--- src/rtl/add_bcd_pkg.sv ---
// Purpose: shared FSM state encoding and double-dabble correction constants for add_bcd_conv.
// Latency: n/a (package only).
// Backpressure: n/a (package only).
package add_bcd_pkg;

  typedef enum logic [1:0] {
    IDLE  = 2'd0,
    ADD   = 2'd1,
    SHIFT = 2'd2,
    DONE  = 2'd3
  } state_t;

  // Double-dabble correction: a digit of 5 or more would overflow past 9
  // when doubled, so it is pre-biased by 3 before the shift.
  localparam logic [3:0] BCD_ADJ_THRESH = 4'd5;
  localparam logic [3:0] BCD_ADJ_INC    = 4'd3;

  // Decimal digits needed to hold any (width+1)-bit value:
  // ceil((width+1) * log10(2)), with log10(2) taken as 0.30103.
  function automatic int min_digits(input int width);
    return ((width + 1) * 30103 + 99999) / 100000;
  endfunction

endpackage

--- src/rtl/bcd_digit_adj.sv ---
// Purpose: one BCD digit of the double-dabble correction (add 3 when digit >= 5).
// Latency: combinational. Backpressure: none.
// Ports: din = digit before correction, dout = corrected digit.
module bcd_digit_adj
  import add_bcd_pkg::*;
(
  input  logic [3:0] din,
  output logic [3:0] dout
);

  // A digit >= 5 only reaches 8..12 after +3, so the 4-bit sum never wraps.
  assign dout = (din >= BCD_ADJ_THRESH) ? (din + BCD_ADJ_INC) : din;

endmodule

--- src/rtl/add_bcd_conv.sv ---
// Purpose: adds two unsigned operands plus carry-in, converts the (WIDTH+1)-bit sum to BCD.
// Latency: rdy pulses WIDTH+3 cycles after the edge that samples start.
// Backpressure: none; start is only sampled in IDLE, and requests made while busy are dropped.
// Optional feature: define ADD_BCD_SUB_EN to enable subtract mode (a-b-~cin as sign + magnitude).
// Ports: clk/rst_n (async active-low), start, a, b, cin, sub -> bcd_d_out, neg, busy, rdy.
module add_bcd_conv
  import add_bcd_pkg::*;
#(
  parameter int WIDTH  = 8,
  parameter int DIGITS = 3
) (
  input  logic                  clk,
  input  logic                  rst_n,
  input  logic                  start,
  input  logic [WIDTH-1:0]      a,
  input  logic [WIDTH-1:0]      b,
  input  logic                  cin,
  input  logic                  sub,
  output logic [4*DIGITS-1:0]   bcd_d_out,
  output logic                  neg,
  output logic                  busy,
  output logic                  rdy
);

  localparam int SW = WIDTH + 1;           // sum width, carry kept as MSB
  localparam int CW = $clog2(WIDTH + 2);   // shift counter width
  localparam int BW = 4 * DIGITS;

  generate
    if (WIDTH < 1 || DIGITS < min_digits(WIDTH)) begin : g_bad_params
      $error("add_bcd_conv: WIDTH must be >= 1 and DIGITS large enough for a (WIDTH+1)-bit value");
    end
  endgenerate

  state_t state, state_nxt;

  logic [WIDTH-1:0] a_q, b_q;
  logic             cin_q;
  logic [SW-1:0]    bin_q;
  logic [BW-1:0]    bcd_q;
  logic [BW-1:0]    bcd_adj;
  logic [CW-1:0]    cnt_q;
  logic [SW-1:0]    sum;
  logic [SW-1:0]    operand;

  assign sum = {1'b0, a_q} + {1'b0, b_q} + {{WIDTH{1'b0}}, cin_q};

`ifdef ADD_BCD_SUB_EN
  logic          sub_q;
  logic          sign;
  logic          sign_q;
  logic          neg_q;
  logic [SW-1:0] diff;

  // a - b - borrow in SW bits; the range -(2^WIDTH)..2^WIDTH-1 fits, so
  // the MSB is the sign and the negated value is the exact magnitude.
  assign diff    = {1'b0, a_q} - {1'b0, b_q} - {{WIDTH{1'b0}}, ~cin_q};
  assign sign    = sub_q & diff[SW-1];
  assign operand = !sub_q ? sum : (diff[SW-1] ? (~diff + SW'(1)) : diff);
  assign neg     = neg_q;
`else
  logic unused_sub;

  assign unused_sub = sub;
  assign operand    = sum;
  assign neg        = 1'b0;
`endif

  // Per-digit correction applied ahead of every shift.
  generate
    for (genvar i = 0; i < DIGITS; i++) begin : g_adj
      bcd_digit_adj u_adj (
        .din  (bcd_q[4*i +: 4]),
        .dout (bcd_adj[4*i +: 4])
      );
    end
  endgenerate

  // State register
  always_ff @(posedge clk or negedge rst_n) begin
    if (!rst_n) begin
      state <= IDLE;
    end else begin
      state <= state_nxt;
    end
  end

  // Next-state logic
  always_comb begin
    state_nxt = state;
    case (state)
      IDLE:    if (start) state_nxt = ADD;
      ADD:     state_nxt = SHIFT;
      SHIFT:   if (cnt_q == CW'(WIDTH)) state_nxt = DONE;
      DONE:    state_nxt = IDLE;
      default: state_nxt = IDLE;
    endcase
  end

  assign busy = (state != IDLE);

  // Datapath
  always_ff @(posedge clk or negedge rst_n) begin
    if (!rst_n) begin
      a_q       <= '0;
      b_q       <= '0;
      cin_q     <= 1'b0;
      bin_q     <= '0;
      bcd_q     <= '0;
      cnt_q     <= '0;
      bcd_d_out <= '0;
      rdy       <= 1'b0;
`ifdef ADD_BCD_SUB_EN
      sub_q     <= 1'b0;
      sign_q    <= 1'b0;
      neg_q     <= 1'b0;
`endif
    end else begin
      rdy <= 1'b0;
      case (state)
        IDLE: begin
          if (start) begin
            a_q   <= a;
            b_q   <= b;
            cin_q <= cin;
`ifdef ADD_BCD_SUB_EN
            sub_q <= sub;
`endif
          end
        end
        ADD: begin
          bin_q <= operand;
          bcd_q <= '0;
          cnt_q <= '0;
`ifdef ADD_BCD_SUB_EN
          sign_q <= sign;
`endif
        end
        SHIFT: begin
          // Corrected digits and remaining binary bits shift as one register;
          // the binary MSB moves into digit 0.
          {bcd_q, bin_q} <= {bcd_adj, bin_q} << 1;
          cnt_q          <= cnt_q + CW'(1);
        end
        DONE: begin
          bcd_d_out <= bcd_q;
          rdy       <= 1'b1;
`ifdef ADD_BCD_SUB_EN
          neg_q     <= sign_q;
`endif
        end
        default: ;
      endcase
    end
  end

endmodule
--- config.mk ---
export PLATFORM = sky130hd
export DESIGN_NAME = add_bcd_conv
export DESIGN_NICKNAME = d
export VERILOG_FILES = /design/src/rtl/add_bcd_pkg.sv /design/src/rtl/bcd_digit_adj.sv /design/src/rtl/add_bcd_conv.sv
export SDC_FILE = /design/constraint.sdc
export NUM_CORES = 1
export LEC_CHECK = 0
export CELL_PAD_IN_SITES_DETAIL_PLACEMENT = 0
export CELL_PAD_IN_SITES_GLOBAL_PLACEMENT = 1
export CORE_MARGIN = 5
export CORE_UTILIZATION = 32
export DETAILED_ROUTE_END_ITERATION = 10
export GPL_ROUTABILITY_DRIVEN = 0
export PLACE_DENSITY = 0.58
export SYNTH_ARGS = -nofsm -noshare
export SYNTH_HDL_FRONTEND = slang
export SYNTH_HIERARCHICAL = 1
export SYNTH_SLANG_ARGS = --single-unit
export TNS_END_PERCENT = 100
--- constraint.sdc ---
create_clock -name clk -period 2.5 [get_ports clk]
set_input_delay 0.25 -clock clk [delete_from_list [all_inputs] [get_ports clk]]
set_output_delay 0.25 -clock clk [all_outputs]
set_load 0.005 [all_outputs]
==> flow_summary_export.csv, run 1 <==
group,metric,value,unit
power,combinationalPowerShare,49.5,%
finish,final_cell_mix,"57 x dfrtp_1, 32 x clkdlybuf4s50_1, 30 x inv_1, 30 x mux2_2, 24 x o21ai_0",
floorplan,rows,35,
sta,setup_viol,0,
route,vias,2057,
logic_synthesis,yosys_warnings,6,
logic_synthesis,syn-cell-area,2990,sq um
cts,ctsHoldBuffers,0,
cts,cts.clk_slew.worst_paths,0.06,ns
worst_setup_path,cpMostUsedCell,"fa_1",
power,p_int,2.550,mW
sta,rsz0062_at_grt,"no",
worst_setup_path,endpoint_kind,"flip-flop",
worst_setup_path,critPathKind,"flip-flop to flip-flop",
sta,maxSlewViolCount,0,
route,routedWlPerCell,12.14,um
sta,fin_crit,2.070,ns
logic_synthesis,synth.avg_cell_area,10.24,sq um
worst_setup_path,cp.arrival,2.27,ns
placement,port_buffers,33,
finish,nNetsFinal,371,
cts,post_cts_resized,0,
finish,num-fill-cells,934,
cts,clock_sinks,57,
placement,placed_cell_area,3442,sq um
power,p_per_area,1154,nW/um^2
power,p_seq_share,33.1,%
route,wl,5388,um
route,dr.pass1.iters,4,
floorplan,core-area,9196,sq um
cts,numCtsBuffers,9,
sta,slew_headroom,51.51,%
route,drc,0,
power,leakage,1.604,nW
logic_synthesis,syn_nets,334,
finish,drive_gt1_share,16.82,%
global_routing,antenna_found_initial,0,
route,ant_nets,0,
route,viasPerCell,4.633,
global_routing,grt_max_degree,58,
worst_setup_path,path_delay_family,"adder cells",
worst_setup_path,cp_slowest_cell,"fa_1",
finish,design_area,3603,sq um
placement,post-place-cells,429,
cts,ctsHtreeMaxLevel,3,
sta,finalCritPeriodShare,82.82,%
placement,post-dp-hpwl,3710,um
power,peakVddDrop,440.4,uV
global_routing,grt_pass1_wl,9632,um
logic_synthesis,synth_cells,292,
sta,fmax,483.0,MHz
outcome,status,"complete, no violations",
route,drtIter0Drc,40,
floorplan,die_w,106.7,um
floorplan,die_area,11380,sq um
global_routing,overflow,0,
floorplan,io_pins,36,
worst_setup_path,crit_buf_inv,1,
cts,clock_latency,0.33,ns
sta,finalHoldViolations,0,
worst_setup_path,worstPathRequired,2.70,ns
finish,area_growth,20.50,%
cts,post_cts.repair.setup_buffers,0,
flow_run,cap_violations,0,
worst_setup_path,crit_fanout,3,
sta,clock_skew,0.007662,ns
sta,hold_ws,0.06972,ns
power,clock_power_share,17.4,%
worst_setup_path,cpPeakStageDelay,0.45,ns
sta,worstMarginPinSlew,0.7273,ns
finish,final_common_cell,"dfrtp_1",
worst_setup_path,cp_cell_sequence,"inv_1 -> fa_1 -> fa_1 -> nor2b_4 -> o31a_1 -> o21a_1 -> or3_1 -> nand3_1",
cts,root_buffer,"clkbuf_8",
worst_setup_path,cp-start-kind,"flip-flop",
floorplan,die_h,106.7,um
min_path,min_path_type,"primary input to async pin",
cts,clk_path_buf_depth,2,
global_routing,grt_pass1_vias,2103,
floorplan,start_util,32.52,%
finish,antennaDiodeCount,0,
sta,setup_total_negative_slack,0,ns
finish,finalNonFillerCells,444,
power,swShare,38.66,%
cts,cts_tree,"built",
global_routing,grt.total_usage,10.65,%
power,power_switching,1.607,mW
-- metrics by stage --
stage / total power, mW / utilization [%] / worst slack (ns)
6_report: 4.158 / 39.18 / 0.4296
5_1_grt: 4.613 / 39.18 / 0.2452
4_1_cts: 4.243 / 39.18 / 0.4137
3_5_place_dp: 3.486 / 37.43 / 0.4537
3_3_place_gp: 3.455 / 37.43 / 0.4631
2_1_floorplan: 2.955 / - / 0.5844
-- path summary, 6_finish.rpt --
path / start / endpoint / slack, ns / cells after the start
min in group clk: bcd_d_out[4] / bcd_d_out[4] / 0.50 / 1
setup reg to reg: a_q[0] / bin_q[6] / 0.43 / 8
hold / removal: rst_n / bcd_d_out[3] / 0.07 / 2
setup / recovery: a_q[0] / bin_q[6] / 0.43 / 8
max in group asynchronous: rst_n / bin_q[4] / 1.96 / 2
hold reg to reg: bcd_d_out[4] / bcd_d_out[4] / 0.50 / 1
-- registers in the layout, indices dropped and copies added, names as in the netlist --
name,cells
cin_q,1
cnt_q,4
bcd_d_out,12
state,2
bcd_q,12
a_q,8
b_q,8
bin_q,9
rdy,1
-- routing by layer --
layer  global-route usage, %  share of wire (%)  vias to the layer above
met4                   3.562                1.3                        0
li1                        -                  -                     1064
met1                   12.53                 47                      947
met5                       0                  0                        -
met3                   4.275                5.3                        6
met2                   17.67                 47                       40
-- worst reg2reg max path, delay by kind of cell (launching register included) --
kind	cells	cell delay (ns)
fa+ha+maj	2	0.89
flops	1	0.34
simple gates	3	0.34
compound gates	2	0.32
buf+inv	1	0.06
-- power by group through the flow --
stage | clock network [mW] | logic, mW | registers, mW
3_5_place_dp | 0 | 2.09 | 1.40
5_1_grt | 0.803 | 2.39 | 1.42
4_1_cts | 0.763 | 2.10 | 1.38
3_3_place_gp | 0 | 2.07 | 1.39
2_1_floorplan | 0 | 1.60 | 1.35
6_report | 0.722 | 2.06 | 1.38
-- area by class of cell --
class	count	area, sq um	area share (%)
clock inverters	4	20.02	0.5556
inverters	30	112.6	3.125
repair buffers	39	370.4	10.28
flip-flops and latches	57	1426	39.58
well taps	111	138.9	3.854
clock buffers	11	141.4	3.924
multi-input cells	192	1394	38.68
No activity file was read; power rests on OpenSTA's default activity.
==> inputs of run 2 (changes only) <==
- clock period: 2.5 -> 2 ns (I/O delays scaled with it)
==> run 2 against run 1 <==
Sequential power grew 25%. First-iteration DRC count grew 2.5%. Clock power grew 48%. Largest cell class unchanged. Hold slack gained 0.32 ns. Sequential cell count is the same. Critical endpoint unchanged.
==> flow_summary_export.csv, run 2 (synthesized netlist as in run 1, its figures left out) <==
group,metric,value,unit
outcome,status,"complete, no violations",
finish,finalCoreUtilization,40.31,%
cts,clk_path_buf_depth,2,
worst_setup_path,crit_fanout,3,
placement,pre_cts_ws,-0.05238,ns
route,drtIter0Drc,41,
placement,port_buffers,33,
power,finalPower,5.490,mW
finish,final_cell_mix,"57 x dfrtp_1, 32 x clkdlybuf4s50_1, 30 x mux2_2, 29 x inv_1, 24 x o21ai_0",
finish,drive_gt1_share,18.64,%
finish,antennaDiodeCount,0,
floorplan,die_w,106.7,um
worst_setup_path,cp_slowest_cell,"fa_2",
finish,area_growth,23.98,%
cts,root_buffer,"clkbuf_8",
worst_setup_path,endpoint_kind,"flip-flop",
sta,finalCritPeriodShare,97.99,%
cts,numCtsBuffers,9,
power,p_per_area,1481,nW/um^2
route,routedWlPerCell,12.10,um
sta,fin_crit,1.960,ns
cts,cts_tree,"built",
sta,finalHoldViolations,0,
sta,fmax,510.2,MHz
finish,num-fill-cells,943,
route,vias,2048,
worst_setup_path,cp-start-kind,"flip-flop",
worst_setup_path,worstPathRequired,2.20,ns
min_path,min_path_type,"primary input to async pin",
sta,maxSlewViolCount,0,
flow_run,cap_violations,0,
power,leakage,1.648,nW
cts,clock_latency,0.33,ns
worst_setup_path,critPathKind,"flip-flop to flip-flop",
worst_setup_path,rrSetupSlack,0.04,ns
global_routing,grt_pass1_wl,9328,um
placement,post-dp-hpwl,3696,um
sta,clock_skew,0.006907,ns
route,dr.pass1.iters,4,
worst_setup_path,cp_cell_sequence,"inv_2 -> fa_2 -> fa_2 -> nor2b_4 -> o31a_1 -> o21a_1 -> or3_1 -> nand3_1",
global_routing,antenna_found_initial,0,
floorplan,start_util,32.52,%
global_routing,grt.total_usage,10.16,%
worst_setup_path,path_delay_family,"adder cells",
floorplan,rows,35,
floorplan,die_area,11380,sq um
global_routing,overflow,0,
floorplan,die_h,106.7,um
cts,clock_sinks,57,
cts,cts.clk_slew.worst_paths,0.06,ns
route,drc,0,
sta,setup_slack,0.04016,ns
finish,reg.largest.list,"bcd_d_out x12, bcd_q x12, bin_q x9",
route,viasPerCell,4.561,
global_routing,grt_pass1_vias,2039,
floorplan,io_pins,36,
sta,setup_viol,0,
power,peakVddDrop,709.8,uV
route,ant_nets,0,
finish,nNetsFinal,376,
floorplan,core-area,9196,sq um
global_routing,grt_max_degree,58,
worst_setup_path,crit_buf_inv,1,
worst_setup_path,cpPeakStageDelay,0.39,ns
worst_setup_path,cpMostUsedCell,"fa_2",
finish,final_common_cell,"dfrtp_1",
sta,rsz0062_at_grt,"yes",
sta,hold_ws,0.3882,ns
cts,ctsHtreeMaxLevel,3,
route,wl,5432,um
worst_setup_path,cp.arrival,2.16,ns
[run 2: cell types whose count changed in the layout (fill, tap and decap cells not counted), sizes merged]
cell	change
buf	+4
clkinv	-2
bufinv	+1
clkbuf	+1
dlygate4sd3	+1
[run 2: stage by stage]
stage	area [sq um]	setup TNS [ns]	cells
floorplan	2990	0	292
global placement	3482	-0.02482	431
detailed placement	3482	-0.06309	431
CTS	3692	0	447
global route	3707	-0.02324	449
finish	3707	0	449
[run 2: metal layers]
layer	global-route usage (%)	wire length [um]	part of all wire, %
met5	0	0	0
met4	3.836	68	1.3
met3	3.432	258	4.7
met2	16.91	2610	48
met1	12.15	2495	46
[run 2: report_power, final]
part	switching, mW	internal, mW
Combinational	1.41	1.30
Sequential	0.197	1.52
Clock	0.435	0.632
[run 2: worst paths after layout]
path / from / end / cells past startpoint
worst max register to register: cin_q / bin_q[6] / 8
max in group asynchronous: rst_n / bin_q[4] / 3
worst min register to register: bcd_d_out[9] / bcd_d_out[9] / 1
min in group clk: b[2] / b_q[2] / 2
worst min-delay path: rst_n / bcd_d_out[3] / 3
worst max-delay path: cin_q / bin_q[6] / 8
[run 2: timing repair]
action / 4_1_cts / 5_1_grt
hold endpoints to repair: 57 / 0
hold buffers: 1 / 0
setup buffers: 0 / 2
pin swaps: 1 / 5
gates resized for setup: 2 / 1
setup endpoints to repair: 2 / 2
[run 2: layout make-up]
| class | count | area [sq um] | share of cell area, % |
|---|---|---|---|
| Inverter | 30 | 112.6 | 3.037 |
| Multi-Input combinational cell | 192 | 1399 | 37.73 |
| Timing Repair Buffer | 44 | 435.4 | 11.74 |
| Tap cell | 111 | 138.9 | 3.746 |
| Clock inverter | 3 | 40.04 | 1.080 |
| Clock buffer | 12 | 155.1 | 4.185 |
| Sequential cell | 57 | 1426 | 38.47 |
[run 2: worst min-delay path, stage by stage]
cell and delay [ns]:
dlygate4sd3_1 0.52, buf_2 0.12, buf_12 0.27
==> inputs of run 3 (changes only) <==
- CORE_UTILIZATION: 32 -> 43
- PLACE_DENSITY: 0.58 -> 0.76
- TNS_END_PERCENT: 100 -> default
==> run 3 against run 2 <==
Largest cell class unchanged. Count of clock-buffer cells in the layout decreased by 1. Sequential share of layout area increased by 0.20 points. Clock power about the same. Non-clock buffer count decreased by 3. Critical path depth unchanged. Sequential cell count unchanged. Critical path type unchanged. Clock skew increased by 0.0041 ns. First-iteration DRC count increased by 93%. Via count increased by 2.1%. Hold slack improved by 0.0048 ns. Maximum frequency increased by 2.4%.
==> flow_summary_export.csv, run 3 (synthesized netlist as in run 1, its figures left out) <==
group,metric,value,unit
floorplan,die_area,8722,sq um
sta,setup_viol,0,
cts,clock_sinks,57,
sta,fmax,522.7,MHz
sta,maxSlewViolCount,0,
power,leakage,1.644,nW
finish,final_common_cell,"dfrtp_1",
sta,setup_slack,0.08693,ns
route,met3_wirelength,262,um
outcome,status,"complete, no violations",
route,wl_met2,2459,um
finish,drive_gt1_share,18.45,%
route,routedWlPerCell,11.66,um
sta,finalCritPeriodShare,95.65,%
placement,post-place-cells,415,
sta,fin_crit,1.913,ns
sta,setup_total_negative_slack,0,ns
flow_run,cap_violations,0,
global_routing,grt_pass1_wl,9266,um
route,drtIter0Drc,79,
sta,rsz0062_at_grt,"yes",
floorplan,die_w,93.39,um
cts,clk_path_buf_depth,2,
worst_setup_path,endpoint_kind,"flip-flop",
route,dr.pass1.iters,4,
finish,finalNonFillerCells,432,
route,vias,2091,
route,wl,5036,um
floorplan,rows,30,
finish,nNetsFinal,373,
route,ant_nets,0,
placement,port_buffers,33,
worst_setup_path,rrSetupSlack,0.09,ns
finish,area_growth,23.35,%
cts,numCtsBuffers,9,
cts,clock_latency,0.34,ns
worst_setup_path,rr_worst_depth,8,
power,peakVddDrop,843.3,uV
floorplan,io_pins,36,
cts,post_cts.repair.setup_buffers,0,
power,p_per_area,1474,nW/um^2
min_path,min_path_type,"primary input to async pin",
finish,antennaDiodeCount,0,
worst_setup_path,reg2reg_to,"bin_q[6]",
route,drc,0,
worst_setup_path,cp.arrival,2.12,ns
cts,cts_tree,"built",
worst_setup_path,critPathKind,"flip-flop to flip-flop",
global_routing,overflow,0,
worst_setup_path,worstReg2RegStart,"a_q[0]",
finish,reg.largest.list,"bcd_d_out x12, bcd_q x12, bin_q x9",
cts,root_buffer,"clkbuf_8",
floorplan,start_util,44.01,%
finish,final_cell_mix,"57 x dfrtp_1, 32 x clkdlybuf4s50_1, 30 x mux2_2, 29 x inv_1, 24 x o21ai_0",
sta,clock_skew,0.01102,ns
placement,pre_cts_ws,-0.02727,ns
global_routing,antenna_found_initial,0,
global_routing,grt_pass1_vias,2120,
placement,post-dp-hpwl,3454,um
floorplan,core-area,6794,sq um
worst_setup_path,crit_fanout,3,
floorplan,die_h,93.39,um
global_routing,grt.total_usage,13.41,%
route,wl_met1,2216,um
worst_setup_path,cp-start-kind,"flip-flop",
cts,cts.clk_slew.worst_paths,0.07,ns
worst_setup_path,startpoint,"a_q[0]",
route,top_layer,"met4",
worst_setup_path,crit_path_end,"bin_q[6]",
global_routing,grt_max_degree,58,
cts,ctsHtreeMaxLevel,3,
sta,finalHoldViolations,0,
route,viasPerCell,4.840,
worst_setup_path,worstPathRequired,2.20,ns
[run 3: changes by cell type in the layout (fill, tap and decap cells not counted)]
cell and change:
clkinv_4 +1, clkbuf_1 -1, buf_12 +1, buf_4 -4, clkinv_2 +1
[run 3: repair_timing]
| action | 4_1_cts | 5_1_grt |
|---|---|---|
| endpoints found under the setup margin | 1 | 4 |
| gates cloned | 0 | 0 |
| gates resized for setup | 1 | 2 |
| hold buffers | 1 | 0 |
| endpoints found under the hold margin | 57 | 0 |
[run 3: worst min-delay path by stage]
stage | to | slack, ns | depth (start not counted)
detailed placement | bcd_d_out[0] | 0.23 | 2
finish | bcd_d_out[4] | 0.39 | 3
CTS | bcd_q[8] | 0.41 | 3
floorplan | a_q[0] | -0.1 | 0
global placement | bcd_d_out[3] | 0.23 | 2
global route | bcd_d_out[4] | 0.45 | 3
[run 3: through the flow]
step                hold WS [ns]  utilization [%]  power, mW  instance area, sq um
detailed placement        0.2287            51.05      4.399                  3468
global route              0.4473            54.29      6.006                  3689
global placement          0.2271            51.05      4.322                  3468
floorplan               -0.09559                -      3.693                  2990
CTS                       0.4054            54.25      5.541                  3686
finish                    0.3930            54.29      5.435                  3689
[run 3: power by group]
| part | internal, mW | switching [mW] | total [mW] |
|---|---|---|---|
| logic | 1.26 | 1.36 | 2.62 |
| registers | 1.52 | 0.203 | 1.73 |
| clock network | 0.638 | 0.448 | 1.09 |
[run 3: layout make-up]
class	count	area, sq um
Sequential cell	57	1426
Tap cell	96	120.1
Inverter	30	112.6
Timing Repair Buffer	41	425.4
Fill cell	619	3105
Multi-Input combinational cell	192	1399
Clock buffer	11	151.4
Clock inverter	5	53.80
[run 3: layer usage]
layer | global-route usage (%) | vias to the layer above
met1 | 15.38 | 980
met3 | 4.183 | 12
met5 | 0 | -
li1 | - | 1065
met4 | 6.227 | 0
met2 | 22.69 | 34
[run 3: worst max-delay path: stages (launching register included)]
cell and delay (ns):
dfrtp_1 0.36, inv_2 0.05, fa_2 0.39, fa_2 0.37, nor2b_4 0.13, o31a_1 0.16, o21a_1 0.15, or3_1 0.11
nand3_1 0.06
